[config.mk]
export PLATFORM = sky130hd
export DESIGN_NAME = alu_mul_sequencer
export DESIGN_NICKNAME = d
export VERILOG_FILES = /design/src/rtl/alu_mul_sequencer_pkg.sv /design/src/rtl/mul_iter_core.sv /design/src/rtl/alu_mul_sequencer.sv
export SDC_FILE = /design/constraint.sdc
export NUM_CORES = 1
export LEC_CHECK = 0
export BUFFER_PORTS_ARGS = -buffer_cell sky130_fd_sc_hd__buf_2
export CAP_MARGIN = 20
export CORE_MARGIN = 4
export CORE_UTILIZATION = 25
export CTS_CLUSTER_DIAMETER = 100
export DETAILED_ROUTE_END_ITERATION = 10
export PLACE_DENSITY = 0.53
export SYNTH_ARGS = -nofsm -noshare
export SYNTH_HDL_FRONTEND = slang
export SYNTH_SLANG_ARGS = --single-unit
export TNS_END_PERCENT = 1
[constraint.sdc]
create_clock -name clk_i -period 12.6 [get_ports clk_i]
set_input_delay 3.78 -clock clk_i [delete_from_list [all_inputs] [get_ports clk_i]]
set_output_delay 3.78 -clock clk_i [all_outputs]
set_load 0.02 [all_outputs]
[src/rtl/alu_mul_sequencer_pkg.sv]
// Shared ALU control codes and sequencer FSM encoding for the EX-stage MUL sequencer.
package alu_mul_sequencer_pkg;

  localparam logic [2:0] ALU_ADDI = 3'b000;
  localparam logic [2:0] ALU_SUB  = 3'b001;
  localparam logic [2:0] ALU_MUL  = 3'b010;
  localparam logic [2:0] ALU_AND  = 3'b011;
  localparam logic [2:0] ALU_OR   = 3'b100;
  localparam logic [2:0] ALU_ADD  = 3'b101;

  typedef enum logic [1:0] {
    ST_IDLE = 2'd0,
    ST_BUSY = 2'd1,
    ST_DONE = 2'd2
  } state_e;

endpackage

[src/rtl/mul_iter_core.sv]
// Iterative shift-add multiplier datapath: retires STEP multiplier bits per step, keeps low DATA_W bits.
module mul_iter_core #(
  parameter int unsigned DATA_W = 32,
  parameter int unsigned STEP   = 1
) (
  input  logic              clk_i,
  input  logic              rst_i,
  input  logic              load_i,
  input  logic              clear_i,
  input  logic              step_i,
  input  logic [DATA_W-1:0] mcand_i,
  input  logic [DATA_W-1:0] mplier_i,
  output logic [DATA_W-1:0] acc_o,
  output logic              done_o
);

  localparam int unsigned N_STEPS = DATA_W / STEP;
  localparam int unsigned CNT_W   = (N_STEPS > 1) ? $clog2(N_STEPS) : 1;
  localparam int unsigned IDX_W   = (DATA_W > 1) ? $clog2(DATA_W) : 1;

  logic [DATA_W-1:0] acc_q, acc_d;
  logic [DATA_W-1:0] mcand_q, mcand_d;
  logic [DATA_W-1:0] mplier_q, mplier_d;
  logic [CNT_W-1:0]  cnt_q, cnt_d;
  logic [DATA_W-1:0] step_sum;

  always_ff @(posedge clk_i) begin
    if (!rst_i) begin
      acc_q    <= '0;
      mcand_q  <= '0;
      mplier_q <= '0;
      cnt_q    <= '0;
    end else begin
      acc_q    <= acc_d;
      mcand_q  <= mcand_d;
      mplier_q <= mplier_d;
      cnt_q    <= cnt_d;
    end
  end

  // One iteration: add each set low multiplier bit's shifted multiplicand.
  always_comb begin
    step_sum = acc_q;
    for (int unsigned i = 0; i < STEP; i++) begin
      if (mplier_q[IDX_W'(i)]) begin
        step_sum = step_sum + (mcand_q << i);
      end
    end
  end

  always_comb begin
    acc_d    = acc_q;
    mcand_d  = mcand_q;
    mplier_d = mplier_q;
    cnt_d    = cnt_q;
    if (clear_i) begin
      acc_d    = '0;
      mcand_d  = '0;
      mplier_d = '0;
      cnt_d    = '0;
    end else if (load_i) begin
      acc_d    = '0;
      mcand_d  = mcand_i;
      mplier_d = mplier_i;
      cnt_d    = '0;
    end else if (step_i) begin
      acc_d    = step_sum;
      mcand_d  = mcand_q << STEP;
      mplier_d = mplier_q >> STEP;
      cnt_d    = cnt_q + CNT_W'(1);
    end
  end

  assign acc_o  = acc_q;
  assign done_o = (cnt_q == CNT_W'(N_STEPS - 1));

endmodule

[src/rtl/alu_mul_sequencer.sv]
// EX-stage controller: single-cycle ALU ops, multi-cycle MUL with pipeline stall.
module alu_mul_sequencer
  import alu_mul_sequencer_pkg::*;
#(
  parameter int unsigned DATA_W = 32,
  parameter int unsigned STEP   = 1
) (
  input  logic              clk_i,
  input  logic              rst_i,
  input  logic              valid_i,
  input  logic [2:0]        ALUCtrl_i,
  input  logic [DATA_W-1:0] data1_i,
  input  logic [DATA_W-1:0] data2_i,
  input  logic              flush_i,
  output logic [DATA_W-1:0] result_o,
  output logic              result_valid_o,
  output logic              stall_o,
  output logic              busy_o
);

  state_e            state_q, state_d;
  logic              core_load, core_clear, core_step, core_done;
  logic [DATA_W-1:0] core_acc;
  logic [DATA_W-1:0] alu_res;
  logic [DATA_W-1:0] result_c;
  logic              result_valid_c, stall_c, busy_c;

  mul_iter_core #(
    .DATA_W (DATA_W),
    .STEP   (STEP)
  ) u_core (
    .clk_i    (clk_i),
    .rst_i    (rst_i),
    .load_i   (core_load),
    .clear_i  (core_clear),
    .step_i   (core_step),
    .mcand_i  (data1_i),
    .mplier_i (data2_i),
    .acc_o    (core_acc),
    .done_o   (core_done)
  );

  always_ff @(posedge clk_i) begin
    if (!rst_i) begin
      state_q <= ST_IDLE;
    end else begin
      state_q <= state_d;
    end
  end

  // Single-cycle ops; reserved codes produce zero.
  always_comb begin
    alu_res = '0;
    case (ALUCtrl_i)
      ALU_ADDI, ALU_ADD: alu_res = data1_i + data2_i;
      ALU_SUB:           alu_res = data1_i - data2_i;
      ALU_AND:           alu_res = data1_i & data2_i;
      ALU_OR:            alu_res = data1_i | data2_i;
      default:           alu_res = '0;
    endcase
  end

  always_comb begin
    state_d        = state_q;
    result_c       = '0;
    result_valid_c = 1'b0;
    stall_c        = 1'b0;
    busy_c         = 1'b0;
    core_load      = 1'b0;
    core_clear     = 1'b0;
    core_step      = 1'b0;
    case (state_q)
      ST_IDLE: begin
        if (valid_i && !flush_i) begin
          if (ALUCtrl_i == ALU_MUL) begin
            stall_c   = 1'b1;
            core_load = 1'b1;
            state_d   = ST_BUSY;
          end else begin
            result_c       = alu_res;
            result_valid_c = 1'b1;
          end
        end
      end
      ST_BUSY: begin
        stall_c = 1'b1;
        busy_c  = 1'b1;
        if (flush_i) begin
          core_clear = 1'b1;
          state_d    = ST_IDLE;
        end else begin
          core_step = 1'b1;
          if (core_done) begin
            state_d = ST_DONE;
          end
        end
      end
      ST_DONE: begin
        // The stalled MUL is still presented here, so inputs are ignored.
        busy_c         = 1'b1;
        result_c       = core_acc;
        result_valid_c = !flush_i;
        state_d        = ST_IDLE;
      end
      default: begin
        state_d = ST_IDLE;
      end
    endcase
  end

  // Outputs are forced quiet while reset is held.
  assign result_o       = rst_i ? result_c : '0;
  assign result_valid_o = rst_i & result_valid_c;
  assign stall_o        = rst_i & stall_c;
  assign busy_o         = rst_i & busy_c;

endmodule
==> flow_metrics.env, run 1 <==
export IMPL_p_leak_nw=4.25
export IMPL_clock_tree_buffer_depth=2
export IMPL_tightest_slew_ns=1.01
export IMPL_hp_class="flop to flop"
export IMPL_start_util=0.254
export IMPL_hold_buffers=0
export IMPL_routed_wirelength_um=31200
export IMPL_drive_gt1_frac=0.127
export IMPL_slew_headroom=0.325
export IMPL_r2r_slack_ns=9.06
export IMPL_ios=106
export IMPL_track_usage=0.157
export IMPL_synth_area_leader_cell="dfxtp_1"
export IMPL_place_inst=1754
export IMPL_path_max_fanout=4
export IMPL_final_area_sq_mm=0.0104
export IMPL_grt_pass1_vias=8692
export IMPL_mostFrequentLayoutCells="nand2_1, nor2_1, a21oi_1, buf_2, dfxtp_1"
export IMPL_r2r_cells=13
export IMPL_syn_area_sq_mm=0.00903
export IMPL_setup_viol=0
export IMPL_core_sq_mm=0.0356
export IMPL_antenna_left=0
export IMPL_rows=69
export IMPL_cp_end_kind="output pin"
export IMPL_synthCells=1250
export IMPL_required_ns=8.82
export IMPL_fmax_mhz=84.9
export IMPL_synth_top_cell_area_share=0.228
export IMPL_yosysSeqAreaShare=0.228
export IMPL_die_h_um=198
export IMPL_htree_levels=3
export IMPL_drc=0
export IMPL_final_common_cell="nand2_1"
export IMPL_hold_start="u_core.cnt_q[4]"
export IMPL_avgSynthCellArea_sq_um=7.22
export IMPL_ir_drop_mv=0.0470
export IMPL_layout_min_cycle_time_ns=11.78
export IMPL_antenna_found_initial=8
export IMPL_power_density_mw_per_mm2=87.0
export IMPL_die_area_sq_mm=0.0392
export IMPL_postCtsResizedCells=0
export IMPL_gp_congestion=0.911
export IMPL_instances_no_fill=1775
export IMPL_setup_slack_ns=0.820
export IMPL_cts_tree="yes"
export IMPL_fin_worst_skew_ns=0.0129
export IMPL_drtPass1Iterations=5
export IMPL_synth_edff_count=0
export IMPL_syn2layout_area_growth_pct=14.6
export IMPL_finalCritPeriodShare=0.935
export IMPL_vias_per_cell=5.12
export IMPL_dr_first_iter_drc_count=493
export IMPL_wire_per_inst_um=17.6
export IMPL_clkLatencyLatePin_ns=0.37
export IMPL_num_vias=9085
export IMPL_dieWidth_um=198
export IMPL_numCtsBuffers=9
export IMPL_synth_area_leaders="dfxtp_1, ha_1, nand2_1"
export IMPL_crit_start="data2_i[10]"
export IMPL_ys_types=74
export IMPL_hpwl_um=24400
export IMPL_syn_nets=1393
export IMPL_start_kind="primary input"
export IMPL_arrival_ns=8.00
export IMPL_ys_flop_type="dfxtp_1"
export IMPL_drv_slew=0
export IMPL_hold_depth=2
export IMPL_r2r_start="u_core.mcand_q[0]"
export IMPL_grt_start_max_net_pins=76
export IMPL_synthArstFlopShare=0
export IMPL_final_setup_tns_ns=0
export IMPL_finalPower_mw=0.900
export IMPL_io_buffer_count=105
export IMPL_place_worst_setup_slack_ns=0.828
export IMPL_path_clk_slew_ns=0.07
export IMPL_nNetsFinal=1447
export IMPL_status="finished clean"
export IMPL_rsz0062_at_grt="false"
export IMPL_ys_seq_elements=103
export IMPL_whs_ns=0.468
export IMPL_grt_overflow=0
export IMPL_post_cts_buffers=0
export IMPL_clock_sinks=103
export IMPL_critical_path_class="primary input to output pin"
export IMPL_final_core_util=0.291
export IMPL_timing_rr_end="u_core.acc_o[30]"
export IMPL_hold_path_end="u_core.cnt_q[4]"
export IMPL_root_buffer="clkbuf_16"
export IMPL_yosys_warnings=0
export IMPL_placed_cell_area_sq_mm=0.00999
export IMPL_hold_violations=0
export IMPL_grt_pass1_wl_um=49200
export IMPL_drv_cap=0
[worst max-delay path, cell delays in order]
cell	delay, ns
buf_2	0.14
or4_4	0.57
nor4_4	0.24
nand3_2	0.12
or3_4	0.37
o31ai_1	0.27
xor2_1	0.19
ha_1	0.30
a21o_1	0.19
a21o_1	0.17
a21o_1	0.18
a21o_1	0.17
a21o_1	0.17
a41oi_1	0.33
o21ai_0	0.18
xor2_1	0.20
a21oi_1	0.10
nor3_1	0.13
buf_2	0.19
[routing by layer]
layer  vias to the layer above  GRT usage  share of wire
li1                       4644          -              -
met3                        35     0.0235          0.038
met1                      4226      0.216           0.48
met5                         -          0         0.0010
met4                         6     0.0492          0.021
met2                       174      0.253           0.46
[area by class of cell]
type / count / area [sq um]
fillers: 3911 / 25200
multi-input cells: 1044 / 6610
flip-flops and latches: 103 / 2060
repair buffers: 121 / 646
well taps: 461 / 577
clock buffers: 10 / 229
clock inverters: 6 / 118
inverters: 25 / 93.8
diodes: 5 / 12.5
[kinds of logic (layout without fill, tap and decap cells)]
group,after synthesis,count (layout),share of synthesized area
compound gates,385,385,0.300
xor+xnor,81,81,0.0806
fa+ha+maj,72,72,0.101
buf+inv,103,162,0.0431
flops,103,103,0.228
mux,2,2,0.00222
other cells,0,5,0
simple gates,504,504,0.244
[synthesized netlist by cell type, types with 6 or more instances]
cell type and instances:
a21oi_1 113, nor2_1 146, xor2_1 33, ha_1 70, o21ai_0 41, o211ai_1 7, o21ai_1 6, nand2_1 226
a311oi_1 62, inv_1 25, o21a_1 11, a211oi_1 20, nor3_1 31, a222oi_1 8, o31ai_1 9, xnor2_1 47
a31oi_1 11, nor2b_1 7, clkbuf_1 73, dfxtp_1 103, and2_1 8, nand3_1 32, a21o_1 45, a32oi_1 6
nand2b_1 11, and3_1 10
[registers in the layout, summed over array words and instances, names as in the netlist]
signal and cells:
u_core.cnt_q 5, u_core.acc_o 32, state_q 2, u_core.mcand_q 32
u_core.mplier_q 32
[power by group]
part / total [mW] / internal [mW] / switching [mW]
Clock: 0.337 / 0.196 / 0.140
Sequential: 0.333 / 0.330 / 0.00323
Combinational: 0.230 / 0.0908 / 0.140
[worst max-delay path by stage]
stage,slack (ns),to
floorplan,1.18,result_o[30]
global placement,0.88,result_o[28]
detailed placement,0.83,result_o[28]
CTS,0.81,result_o[28]
global route,0.54,result_o[28]
finish,0.82,result_o[28]
Power figures use the tool's default switching activity.
==> run 2, diff against run 1 <==
--- a/config.mk
+++ b/config.mk
@@ -7,7 +7,6 @@
 export LEC_CHECK = 0
 export BUFFER_PORTS_ARGS = -buffer_cell sky130_fd_sc_hd__buf_2
 export CAP_MARGIN = 20
-export CORE_MARGIN = 4
 export CORE_UTILIZATION = 25
 export CTS_CLUSTER_DIAMETER = 100
 export DETAILED_ROUTE_END_ITERATION = 10
==> run 2 against run 1 <==
  * Fmax rose by 0.37%
  * Sequential share of layout area rose by 0.13 points
  * Global-route usage rose by 1.2 points
  * Largest power group is now registers
  * Critical endpoint unchanged
==> flow_metrics.env, run 2 (synthesis gave the netlist of run 1 again) <==
export IMPL_status="finished clean"
export IMPL_ios=106
export IMPL_power_density_mw_per_mm2=82.7
export IMPL_num_vias=9240
export IMPL_start_kind="primary input"
export IMPL_hold_violations=0
export IMPL_syn2layout_area_growth_pct=13.9
export IMPL_postCtsResizedCells=0
export IMPL_timing_rr_end="u_core.acc_o[30]"
export IMPL_post_cts_buffers=0
export IMPL_hold_start="u_core.cnt_q[4]"
export IMPL_die_h_um=192
export IMPL_antenna_found_initial=5
export IMPL_ir_drop_mv=0.0516
export IMPL_hold_buffers=0
export IMPL_slew_headroom=0.270
export IMPL_required_ns=8.82
export IMPL_r2r_start="u_core.mcand_q[0]"
export IMPL_fmax_mhz=85.2
export IMPL_fillers=3910
export IMPL_layout_min_cycle_time_ns=11.74
export IMPL_mostFrequentLayoutCells="nand2_1, nor2_1, a21oi_1, buf_2, dfxtp_1"
export IMPL_root_buffer="clkbuf_16"
export IMPL_io_buffer_count=105
export IMPL_routed_wirelength_um=31400
export IMPL_path_clk_slew_ns=0.07
export IMPL_clkLatencyLatePin_ns=0.37
export IMPL_hold_path_end="u_core.cnt_q[4]"
export IMPL_tightest_slew_ns=1.09
export IMPL_drtPass1Iterations=5
export IMPL_clock_sinks=103
export IMPL_numCtsBuffers=9
export IMPL_vias_per_cell=5.22
export IMPL_dr_first_iter_drc_count=621
export IMPL_antenna_left=0
export IMPL_ff_latch_area_sq_mm=0.00206
export IMPL_critical_path_class="primary input to output pin"
export IMPL_arrival_ns=7.96
export IMPL_htree_levels=3
export IMPL_placed_cell_area_sq_mm=0.00998
export IMPL_core_sq_mm=0.0356
export IMPL_cts_tree="yes"
export IMPL_grt_overflow=0
export IMPL_multi_input_area_sq_mm=0.00661
export IMPL_rsz0062_at_grt="false"
export IMPL_r2r_slack_ns=9.04
export IMPL_clock_tree_buffer_depth=2
export IMPL_cp_end_kind="output pin"
export IMPL_hp_class="flop to flop"
export IMPL_drc=0
export IMPL_hold_depth=2
export IMPL_gp_congestion=0.932
export IMPL_r2r_cells=13
export IMPL_track_usage=0.168
export IMPL_grt_pass1_vias=8464
export IMPL_dieWidth_um=192
export IMPL_drv_cap=0
export IMPL_path_max_fanout=4
export IMPL_rows=69
export IMPL_hpwl_um=24000
export IMPL_drive_gt1_frac=0.126
export IMPL_final_common_cell="nand2_1"
export IMPL_grt_start_max_net_pins=78
export IMPL_grt_pass1_wl_um=48100
export IMPL_final_setup_tns_ns=0
export IMPL_start_util=0.254
export IMPL_fin_worst_skew_ns=0.00897
export IMPL_wire_per_inst_um=17.7
export IMPL_die_area_sq_mm=0.0369
export IMPL_nNetsFinal=1446
export IMPL_final_area_sq_mm=0.0103
export IMPL_drv_slew=0
export IMPL_finalCritPeriodShare=0.932
export IMPL_p_leak_nw=4.22
export IMPL_setup_viol=0
==> run 2: cell count changes in the layout (fill, tap and decap cells not counted), sizes merged <==
cell and change:
diode -3, buf -1, clkbuf +3, bufinv -3
==> run 2: routing by layer <==
layer  global-route usage  vias to the layer above  part of all wire
li1                     -                     4643                 -
met5                    0                        -           0.00064
met4               0.0584                        4             0.023
met2                0.275                      228              0.46
met3               0.0201                       38             0.047
met1                0.227                     4327              0.47
==> run 2: through the flow <==
step	utilization	cells	worst slack, ns	hold slack [ns]	power, mW
after floorplan	-	1250	1.18	0.441	0.498
after global placement	0.281	1753	0.886	0.446	0.567
after detailed placement	0.281	1753	0.850	0.465	0.568
after CTS	0.289	1769	0.843	0.475	0.858
after global routing	0.289	1770	0.587	0.501	0.894
final	0.289	1771	0.863	0.473	0.851
==> run 2: worst max-delay path by stage <==
| stage | start | to | slack (ns) | depth (start not counted) |
|---|---|---|---|---|
| floorplan | data2_i[7] | result_o[30] | 1.18 | 18 |
| global placement | data2_i[10] | result_o[28] | 0.89 | 19 |
| detailed placement | data2_i[10] | result_o[28] | 0.85 | 19 |
| CTS | data2_i[10] | result_o[28] | 0.84 | 19 |
| global route | data2_i[10] | result_o[28] | 0.59 | 19 |
| finish | data2_i[10] | result_o[28] | 0.86 | 19 |
==> run 2: critical path, stage by stage <==
cell,delay (ns)
buf_2,0.14
or4_4,0.57
nor4_4,0.25
nand3_2,0.13
or3_4,0.38
o31ai_1,0.26
xor2_1,0.17
ha_1,0.28
a21o_1,0.18
a21o_1,0.17
a21o_1,0.18
a21o_1,0.17
a21o_1,0.16
a41oi_1,0.32
o21ai_0,0.18
xor2_1,0.19
a21oi_1,0.09
nor3_1,0.13
buf_2,0.19
==> run 2: where the power goes <==
| part | leakage, nW | total (mW) | switching [mW] | internal [mW] |
|---|---|---|---|---|
| Sequential | 0.832 | 0.333 | 0.00333 | 0.330 |
| Combinational | 3.25 | 0.230 | 0.139 | 0.0905 |
| Clock | 0.142 | 0.288 | 0.136 | 0.152 |
==> run 2: final cells by class <==
cell class,instances,share of cell area
multi-input combinational,1044,0.643
timing repair buffer,120,0.0620
antenna,2,0.000487
tap,461,0.0561
clock inverter,3,0.00243
clock buffer,13,0.0263
inverter,25,0.00912
sequential,103,0.200
==> run 3, diff against run 2 <==
--- a/config.mk
+++ b/config.mk
@@ -7,10 +7,12 @@
 export LEC_CHECK = 0
 export BUFFER_PORTS_ARGS = -buffer_cell sky130_fd_sc_hd__buf_2
 export CAP_MARGIN = 20
+export CORE_MARGIN = 4
 export CORE_UTILIZATION = 25
 export CTS_CLUSTER_DIAMETER = 100
 export DETAILED_ROUTE_END_ITERATION = 10
-export PLACE_DENSITY = 0.53
+export PLACE_DENSITY = 0.54
+export SLEW_MARGIN = 5
 export SYNTH_ARGS = -nofsm -noshare
 export SYNTH_HDL_FRONTEND = slang
 export SYNTH_SLANG_ARGS = --single-unit
==> constraint.sdc (replaced) <==
create_clock -name clk_i -period 10.4 [get_ports clk_i]
set_input_delay 3.12 -clock clk_i [delete_from_list [all_inputs] [get_ports clk_i]]
set_output_delay 3.12 -clock clk_i [all_outputs]
set_load 0.02 [all_outputs]
==> run 3 against run 2 <==
  * Critical path depth unchanged
  * Highest routed layer unchanged
  * Sequential share of layout area fell by 0.37 points
  * Cell area is 1.9% higher
  * Worst hold slack worse by 0.0089 ns
  * Via count rose by 0.71%
  * Sequential power up 21%
  * Register-to-register slack got worse by 2.4 ns
==> flow_metrics.env, run 3 (synthesis gave the netlist of run 1 again) <==
export IMPL_status="finished clean"
export IMPL_crit_buf_inv=2
export IMPL_hpwl_um=23900
export IMPL_tightest_slew_ns=1.17
export IMPL_core_sq_mm=0.0356
export IMPL_fmax_mhz=98.4
export IMPL_fin_worst_skew_ns=0.0108
export IMPL_start_kind="primary input"
export IMPL_ir_drop_mv=0.0740
export IMPL_grt_pass1_wl_um=49300
export IMPL_ios=106
export IMPL_critical_path_class="primary input to output pin"
export IMPL_routed_wirelength_um=32100
export IMPL_final_setup_tns_ns=0
export IMPL_multi_input_area_sq_mm=0.00663
export IMPL_hold_violations=0
export IMPL_fillers=3913
export IMPL_drv_cap=0
export IMPL_drtPass1Iterations=5
export IMPL_grt_overflow=0
export IMPL_hp_class="flop to flop"
export IMPL_setup_viol=0
export IMPL_slowest_stage="or4_4"
export IMPL_die_h_um=198
export IMPL_mostFrequentLayoutCells="nand2_1, nor2_1, a21oi_1, buf_2, dfxtp_1"
export IMPL_grt_start_max_net_pins=81
export IMPL_arrival_ns=7.04
export IMPL_path_clk_slew_ns=0.08
export IMPL_rsz0062_at_grt="false"
export IMPL_dr_first_iter_drc_count=559
export IMPL_cts_tree="yes"
export IMPL_io_buffer_count=105
export IMPL_root_buffer="clkbuf_16"
export IMPL_layout_min_cycle_time_ns=10.16
export IMPL_grt_pass1_vias=8828
export IMPL_vias_per_cell=5.21
export IMPL_antenna_found_initial=5
export IMPL_cpMostUsedCell="a21o_1"
export IMPL_finalCritPeriodShare=0.977
export IMPL_placed_cell_area_sq_mm=0.0101
export IMPL_drv_slew=0
export IMPL_antenna_left=0
export IMPL_nNetsFinal=1462
export IMPL_critPathTopFamily="compound AO/OA/AOI/OAI gates"
export IMPL_clkLatencyLatePin_ns=0.37
export IMPL_drive_gt1_frac=0.140
export IMPL_slew_headroom=0.214
export IMPL_die_area_sq_mm=0.0392
export IMPL_slowest_delay_ns=0.57
export IMPL_track_usage=0.158
export IMPL_start_util=0.254
export IMPL_ff_latch_area_sq_mm=0.00206
export IMPL_htree_levels=3
export IMPL_clock_tree_buffer_depth=2
export IMPL_cp_end_kind="output pin"
export IMPL_wire_per_inst_um=18.0
export IMPL_dieWidth_um=198
export IMPL_gp_congestion=0.935
export IMPL_required_ns=7.28
export IMPL_numCtsBuffers=9
export IMPL_syn2layout_area_growth_pct=16.0
export IMPL_clock_sinks=103
export IMPL_final_area_sq_mm=0.0105
export IMPL_hold_buffers=0
export IMPL_path_max_fanout=3
export IMPL_power_density_mw_per_mm2=104
export IMPL_rows=69
export IMPL_p_leak_nw=4.32
export IMPL_num_vias=9306
export IMPL_drc=0
export IMPL_final_common_cell="nand2_1"
export IMPL_crit_chain="buf_2, or4_4, nor4_4, nand3_2, or3_4, o31ai_2, xor2_1, ha_1, a21o_1, a21o_1, a21o_1, a21o_1, a21o_1, a41oi_2, o311ai_1, xor2_1, a21oi_1, nor3_1, buf_2"
==> run 3: changes by cell type in the layout (fill, tap and decap cells not counted) <==
cell | before | now
a41oi_2 | 2 | 3
inv_6 | 1 | 0
buf_4 | 15 | 31
nor2_1 | 144 | 143
o31ai_2 | 0 | 2
a41oi_1 | 3 | 2
bufinv_16 | 0 | 3
clkbuf_8 | 3 | 0
clkinvlp_4 | 1 | 3
o31ai_1 | 9 | 7
clkbuf_1 | 1 | 0
nor2_2 | 2 | 3
==> run 3: layer usage <==
layer,vias up,track usage,wire (um)
li1,4653,-,-
met1,4349,0.213,14700
met5,-,0,31
met2,246,0.251,14500
met3,52,0.0286,1700
met4,6,0.0620,1090
==> run 3: cell type report <==
type | instances | share of cell area
Antenna cell | 2 | 0.000478
Clock buffer | 9 | 0.0215
Clock inverter | 7 | 0.0116
Inverter | 25 | 0.00896
Multi-Input combinational cell | 1044 | 0.633
Sequential cell | 103 | 0.197
Tap cell | 461 | 0.0551
Timing Repair Buffer | 136 | 0.0724
==> run 3: what timing repair did <==
item | in CTS | in global routing
endpoints found under the setup margin | 0 | 12
buffers inserted | 0 | 2
gates resized for setup | 0 | 4
==> run 3: power by group <==
part           internal (mW)  leakage, nW  switching, mW
registers              0.400        0.832        0.00397
logic                  0.114         3.33          0.171
clock network          0.236        0.158          0.169
total                  0.749         4.32          0.344
==> run 3: final timing paths <==
| check | from | endpoint | slack (ns) | cells after the start |
|---|---|---|---|---|
| worst min-delay path | u_core.cnt_q[4] | u_core.cnt_q[4] | 0.46 | 2 |
| worst max register to register | u_core.mcand_q[0] | u_core.acc_o[30] | 6.65 | 13 |
| worst max-delay path | data2_i[10] | result_o[30] | 0.24 | 19 |
| worst min register to register | u_core.cnt_q[4] | u_core.cnt_q[4] | 0.46 | 2 |
==> run 3: worst min-delay path, cell delays in order (launching register included) <==
cell	delay, ns
dfxtp_1	0.32
nand2_1	0.05
a21oi_1	0.05
==> run 3: metrics by stage <==
| step | utilization | hold WS (ns) | total power [mW] | std cells | setup WS (ns) |
|---|---|---|---|---|---|
| 2_1_floorplan | - | 0.441 | 0.603 | 1250 | 0.304 |
| 3_3_place_gp | 0.284 | 0.447 | 0.688 | 1767 | 0.150 |
| 3_5_place_dp | 0.284 | 0.458 | 0.690 | 1767 | 0.107 |
| 4_1_cts | 0.293 | 0.469 | 1.09 | 1783 | 0.0988 |
| 5_1_grt | 0.295 | 0.491 | 1.14 | 1787 | 0.00240 |
| 6_report | 0.295 | 0.464 | 1.09 | 1787 | 0.242 |
